`src/rtl/vend_seq_ctrl_if.sv`:
```
// rtl/vend_seq_ctrl_if.sv - coin, cancel, acknowledge and status signals of the vending sequencer
interface vend_seq_ctrl_if;
   logic       i_nickle;
   logic       i_dime;
   logic       i_quarter;
   logic       i_cancel;
   logic       i_vend_ack;
   logic       i_pay_ack;
   logic       o_coin_en;
   logic [3:0] o_credit;
   logic       o_vend_req;
   logic       o_pay_req;
   logic       o_busy;
   logic       o_fault;

   modport slave (
      input  i_nickle, i_dime, i_quarter, i_cancel, i_vend_ack, i_pay_ack,
      output o_coin_en, o_credit, o_vend_req, o_pay_req, o_busy, o_fault
   );

   modport master (
      output i_nickle, i_dime, i_quarter, i_cancel, i_vend_ack, i_pay_ack,
      input  o_coin_en, o_credit, o_vend_req, o_pay_req, o_busy, o_fault
   );
endinterface

```
`src/rtl/vend_seq_ctrl.sv`:
```
// rtl/vend_seq_ctrl.sv - soda vending sequencer: coin collection, dispense handshake, nickel change return
module vend_seq_ctrl #(
   parameter int PRICE        = 4,
   parameter int VEND_TIMEOUT = 1000
) (
   input  logic             i_clk,
   input  logic             i_rst,
   vend_seq_ctrl_if.slave   bus
);

   localparam int TW = (VEND_TIMEOUT > 1) ? $clog2(VEND_TIMEOUT) : 1;
   localparam logic [3:0]    W_PRICE   = 4'(PRICE);
   localparam logic [TW-1:0] W_TMO_END = TW'(VEND_TIMEOUT - 1);

   typedef enum logic [2:0] {
      S_IDLE    = 3'd0,
      S_COLLECT = 3'd1,
      S_VEND    = 3'd2,
      S_CHANGE  = 3'd3,
      S_FAULT   = 3'd4
   } state_t;

   state_t          r_state;
   state_t          w_state_nxt;
   logic [3:0]      r_credit;
   logic [3:0]      w_credit_nxt;
   logic [TW-1:0]   r_tmo;
   logic [TW-1:0]   w_tmo_nxt;
   logic [3:0]      w_coin;
   logic [3:0]      w_sum;

   // One coin per cycle; the cheaper coin wins when pulses collide.
   always_comb begin
      w_coin = 4'd0;
      if (bus.i_nickle)
         w_coin = 4'd1;
      else if (bus.i_dime)
         w_coin = 4'd2;
      else if (bus.i_quarter)
         w_coin = 4'd5;
   end

   // Credit never exceeds PRICE-1 while collecting, so the sum tops out at 12.
   assign w_sum = r_credit + w_coin;

   always_ff @(posedge i_clk) begin
      if (i_rst) begin
         r_state  <= S_IDLE;
         r_credit <= 4'd0;
         r_tmo    <= '0;
      end else begin
         r_state  <= w_state_nxt;
         r_credit <= w_credit_nxt;
         r_tmo    <= w_tmo_nxt;
      end
   end

   always_comb begin
      w_state_nxt  = r_state;
      w_credit_nxt = r_credit;
      w_tmo_nxt    = r_tmo;
      case (r_state)
         S_IDLE, S_COLLECT: begin
            if (w_sum >= W_PRICE) begin
               w_state_nxt  = S_VEND;
               w_credit_nxt = w_sum - W_PRICE;
               w_tmo_nxt    = '0;
            end else if (bus.i_cancel && (r_state == S_COLLECT)) begin
               w_state_nxt  = S_CHANGE;
               w_credit_nxt = w_sum;
            end else if (w_sum != 4'd0) begin
               w_state_nxt  = S_COLLECT;
               w_credit_nxt = w_sum;
            end else begin
               w_state_nxt  = S_IDLE;
            end
         end
         S_VEND: begin
            // An ack arriving in the last allowed cycle still completes the sale.
            if (bus.i_vend_ack) begin
               w_state_nxt = (r_credit != 4'd0) ? S_CHANGE : S_IDLE;
            end else if (r_tmo == W_TMO_END) begin
               w_state_nxt = S_FAULT;
            end else begin
               w_tmo_nxt = r_tmo + TW'(1);
            end
         end
         S_CHANGE: begin
            if (r_credit == 4'd0) begin
               w_state_nxt = S_IDLE;
            end else if (bus.i_pay_ack) begin
               w_credit_nxt = r_credit - 4'd1;
               if (r_credit == 4'd1)
                  w_state_nxt = S_IDLE;
            end
         end
         S_FAULT: begin
            w_state_nxt = S_FAULT;
         end
         default: begin
            w_state_nxt  = S_IDLE;
            w_credit_nxt = 4'd0;
            w_tmo_nxt    = '0;
         end
      endcase
   end

   assign bus.o_coin_en  = (r_state == S_IDLE) || (r_state == S_COLLECT);
   assign bus.o_credit   = r_credit;
   assign bus.o_vend_req = (r_state == S_VEND);
   assign bus.o_pay_req  = (r_state == S_CHANGE);
   assign bus.o_busy     = (r_state == S_VEND) || (r_state == S_CHANGE);
   assign bus.o_fault    = (r_state == S_FAULT);

endmodule

```
`src/flat_wrapper.sv`:
```
// flat-port wrapper written by rule: the top's interface ports become plain ports
module vend_seq_ctrl_flat 
#(
   parameter int PRICE        = 4,
   parameter int VEND_TIMEOUT = 1000
)
  (i_clk, i_rst, bus_i_nickle, bus_i_dime, bus_i_quarter, bus_i_cancel, bus_i_vend_ack, bus_i_pay_ack, bus_o_coin_en, bus_o_credit, bus_o_vend_req, bus_o_pay_req, bus_o_busy, bus_o_fault);
  vend_seq_ctrl_if bus_i ();
  input  logic i_clk;
  input  logic i_rst;
  input wire logic [$bits(bus_i.i_nickle)-1:0] bus_i_nickle;
  input wire logic [$bits(bus_i.i_dime)-1:0] bus_i_dime;
  input wire logic [$bits(bus_i.i_quarter)-1:0] bus_i_quarter;
  input wire logic [$bits(bus_i.i_cancel)-1:0] bus_i_cancel;
  input wire logic [$bits(bus_i.i_vend_ack)-1:0] bus_i_vend_ack;
  input wire logic [$bits(bus_i.i_pay_ack)-1:0] bus_i_pay_ack;
  output wire logic [$bits(bus_i.o_coin_en)-1:0] bus_o_coin_en;
  output wire logic [$bits(bus_i.o_credit)-1:0] bus_o_credit;
  output wire logic [$bits(bus_i.o_vend_req)-1:0] bus_o_vend_req;
  output wire logic [$bits(bus_i.o_pay_req)-1:0] bus_o_pay_req;
  output wire logic [$bits(bus_i.o_busy)-1:0] bus_o_busy;
  output wire logic [$bits(bus_i.o_fault)-1:0] bus_o_fault;
  assign bus_i.i_nickle = bus_i_nickle;
  assign bus_i.i_dime = bus_i_dime;
  assign bus_i.i_quarter = bus_i_quarter;
  assign bus_i.i_cancel = bus_i_cancel;
  assign bus_i.i_vend_ack = bus_i_vend_ack;
  assign bus_i.i_pay_ack = bus_i_pay_ack;
  assign bus_o_coin_en = bus_i.o_coin_en;
  assign bus_o_credit = bus_i.o_credit;
  assign bus_o_vend_req = bus_i.o_vend_req;
  assign bus_o_pay_req = bus_i.o_pay_req;
  assign bus_o_busy = bus_i.o_busy;
  assign bus_o_fault = bus_i.o_fault;
  vend_seq_ctrl #(.PRICE(PRICE), .VEND_TIMEOUT(VEND_TIMEOUT)) u_core (.i_clk(i_clk), .i_rst(i_rst), .bus(bus_i));
endmodule
```
`config.mk`:
```
export PLATFORM = sky130hd
export DESIGN_NAME = vend_seq_ctrl_flat
export DESIGN_NICKNAME = d
export VERILOG_FILES = /design/src/rtl/vend_seq_ctrl_if.sv /design/src/rtl/vend_seq_ctrl.sv /design/src/flat_wrapper.sv
export SDC_FILE = /design/constraint.sdc
export NUM_CORES = 1
export LEC_CHECK = 0
export BUFFER_PORTS_ARGS = -buffer_cell sky130_fd_sc_hd__buf_2
export CAP_MARGIN = 20
export CORE_MARGIN = 2
export CORE_UTILIZATION = 45
export DETAILED_ROUTE_END_ITERATION = 6
export HOLD_SLACK_MARGIN = 0.02
export PLACE_DENSITY = 0.61
export SLEW_MARGIN = 0
export SYNTH_ARGS = -nofsm -noshare
export SYNTH_HDL_FRONTEND = slang
export SYNTH_SLANG_ARGS = --single-unit
export TNS_END_PERCENT = 10
```
`constraint.sdc`:
```
create_clock -name i_clk -period 7 [get_ports i_clk]
set_clock_uncertainty 0.1 [all_clocks]
set_input_delay 0.35 -clock i_clk [delete_from_list [all_inputs] [get_ports i_clk]]
set_output_delay 0.35 -clock i_clk [all_outputs]
set_load 0.005 [all_outputs]
```
==> flow_summary.ini <==
[status]
status = finished, final reports clean

[power_and_ir_drop]
leakagePower_nw = 0.557
power.density_nw_per_um2 = 312
vdd.ir_drop.worst_v = 0.000196

[synth]
synth_area_um2 = 1310
yosysSeqAreaShare = 0.260
syn_inst = 159
synth_ff_type = dfxtp_1
synth-warning-count = 0
synth_edf_count = 0
ys_seq_elements = 17
async_flop_share = 0
avgSynthCellArea_um2 = 8.23
syn_nets = 174
synth_cell_types = 56

[clocking]
root_buffer = clkbuf_4
clk_latency_ns = 0.29
postCtsSetupRepairBufs = 0
clkTransAtPathRegs_ns = 0.10
clk_path_buf_depth = 2
cts.sinks = 17
cts_resized = 0
cts_hold_buf = 0
cts_tree = yes
htree_levels = 1
cts_made_buffers = 3

[sta]
tns_ns = 0
finalCritPeriodShare = 0.371
fmax_ghz = 0.385
finalCriticalPeriod_ns = 2.60
rsz0062_at_grt = false
finalHoldViolCount = 0
slew_violations = 0
setup_violations = 0
fin_hold_ws_ns = 0.276
worst-slew-pin-transition_ns = 0.735
slew_headroom = 0.506

[worst_hold_path]
hp-class = in2reg
min_to = u_core.bus.o_credit[0]
worstHoldStart = i_rst
min_path_cells = 2

[critical_path]
rrSetupSlack_ns = 4.40
cp_cell_sequence = ha_1, and3_1, o21ai_0, a21oi_1, buf_4, or4_2, a21oi_1
crit_path_start_kind = flip-flop
crit_buf_inv = 1
cp_common_cell = a21oi_1
worstSetupEndpointType = flip-flop
path_delay_family = simple AND/OR/NAND/NOR gates
rr_endpoint = u_core.r_tmo[4]
worst_path_max_delay_cell = or4_2
r2r_start = u_core.bus.o_credit[2]
max_stage_delay_ns = 0.64
reg2regPathDepth = 7
worstSetupStartpoint = u_core.bus.o_credit[2]
arrival_ns = 2.72
worst_ep_required_time_ns = 7.12
cp_max_fo = 14
critPathKind = reg2reg

[placed_design]
hpwl_um = 2370
port_buffers = 16
gp_congestion = 0.794

[finish]
fillers = 266
seq_area_um2 = 340
syn_to_final_growth_pct = 8.22
layout-drive-gt1-share = 0.213
multi_input_area_um2 = 893
diodes = 0
nets = 190

[floorplan]
die_x_um = 57.9
dieHeight_um = 57.9
core_area_um2 = 2760
start_util = 0.475
io_pins = 17
fp-row-count = 19
fp.dieArea_um2 = 3360

[routing]
post_drt_wl_per_cell_um = 14.4
drt-initial-drc-count = 68
vias = 1229
firstDrtPassIters = 4
ant_nets = 0
wl_um = 2950
route.detailed.drc = 0
vias_per_cell = 6.00

[job]
cap_violations = 0

[global_route]
grt_pass1_vias = 1175
global_route.overflow_total = 0
antenna_found_initial = 0
grt_max_degree = 15
grt_first_pass_wirelength_um = 5120
grt_usage = 0.194
synthesized netlist by cell type, types with 3 or more instances:
cell type	instances	area share
inv_1	8	0.023
a31oi_1	3	0.014
nor3b_1	3	0.017
o21ai_0	3	0.011
nor2_1	9	0.026
nand4_1	4	0.019
nand3_1	5	0.019
a21o_1	3	0.017
o31ai_1	8	0.046
ha_1	6	0.057
nor3_1	8	0.031
nand2_1	11	0.032
a21oi_1	19	0.073
dfxtp_1	17	0.26
per-layer routing:
layer  GRT usage  routed length (um)  share of wire
met1       0.243                1360           0.46
met2       0.344                1480           0.50
met3      0.0201                  84          0.029
met4      0.0698                  17         0.0058
met5           0                   0              0
per-stage QoR:
stage               power, mW   util  instance area (um^2)  cells  setup slack, ns
detailed placement      0.383  0.501                  1380    200             3.88
floorplan               0.335      -                  1310    159             4.61
finish                  0.443  0.514                  1420    205             4.40
global route            0.481  0.514                  1420    205             4.22
CTS                     0.438  0.511                  1410    204             4.05
global placement        0.379  0.501                  1380    200             3.97
sequential cells by signal (all words and copies together), names as in the netlist:
name / flops
u_core.bus.o_credit: 4
u_core.r_state: 3
u_core.r_tmo: 10
layout by cell type (no fill, tap or decap), types with 2 or more instances in the layout:
master | synthesis | routed
buf_2 | 1 | 16
nand2b_1 | 2 | 2
clkbuf_4 | 0 | 3
nor3_1 | 8 | 8
nor3b_1 | 3 | 3
nor2_1 | 9 | 9
and2_1 | 2 | 2
dfxtp_1 | 17 | 17
a22oi_1 | 2 | 2
inv_1 | 8 | 8
a21o_2 | 2 | 2
and4_1 | 2 | 2
a31oi_1 | 3 | 3
or4_2 | 2 | 2
o21ai_0 | 3 | 3
nor2b_1 | 2 | 2
a311oi_1 | 2 | 2
o311ai_0 | 2 | 2
o31ai_1 | 8 | 8
a21o_1 | 3 | 3
or3_2 | 2 | 2
nand3_1 | 5 | 5
a21oi_1 | 19 | 19
nand2_1 | 11 | 11
nand4_1 | 4 | 4
ha_1 | 6 | 6
worst max-delay path by stage:
stage                 endpoint  slack, ns  cells after the start
6_report       u_core.r_tmo[4]       4.40                      7
5_1_grt        u_core.r_tmo[4]       4.22                      7
3_3_place_gp   u_core.r_tmo[6]       3.97                     10
2_1_floorplan  u_core.r_tmo[2]       4.61                      9
4_1_cts        u_core.r_tmo[4]       4.05                      7
3_5_place_dp   u_core.r_tmo[9]       3.88                     10
cell type report:
type / count / share of cell area
Multi-Input combinational cell: 128 / 0.631
Timing Repair Buffer: 17 / 0.0618
Sequential cell: 17 / 0.240
Clock buffer: 4 / 0.0186
Inverter: 8 / 0.0212
Tap cell: 31 / 0.0274
where the power goes:
part	switching, mW	total, mW	internal, mW
Sequential	0.0249	0.135	0.110
Combinational	0.156	0.255	0.0987
Clock	0.0304	0.0525	0.0221
Total	0.212	0.443	0.231
kinds of logic after synthesis:
logic type | Yosys count | share of synthesized area
and+or+nand+nor | 67 | 0.313
DFF | 17 | 0.260
xor gates and xnor gates | 1 | 0.00669
adders and majority gates | 7 | 0.0727
buffers and inverters | 14 | 0.0574
AOI/OAI and AO/OA | 53 | 0.291
(Power assumes the default switching activity.)
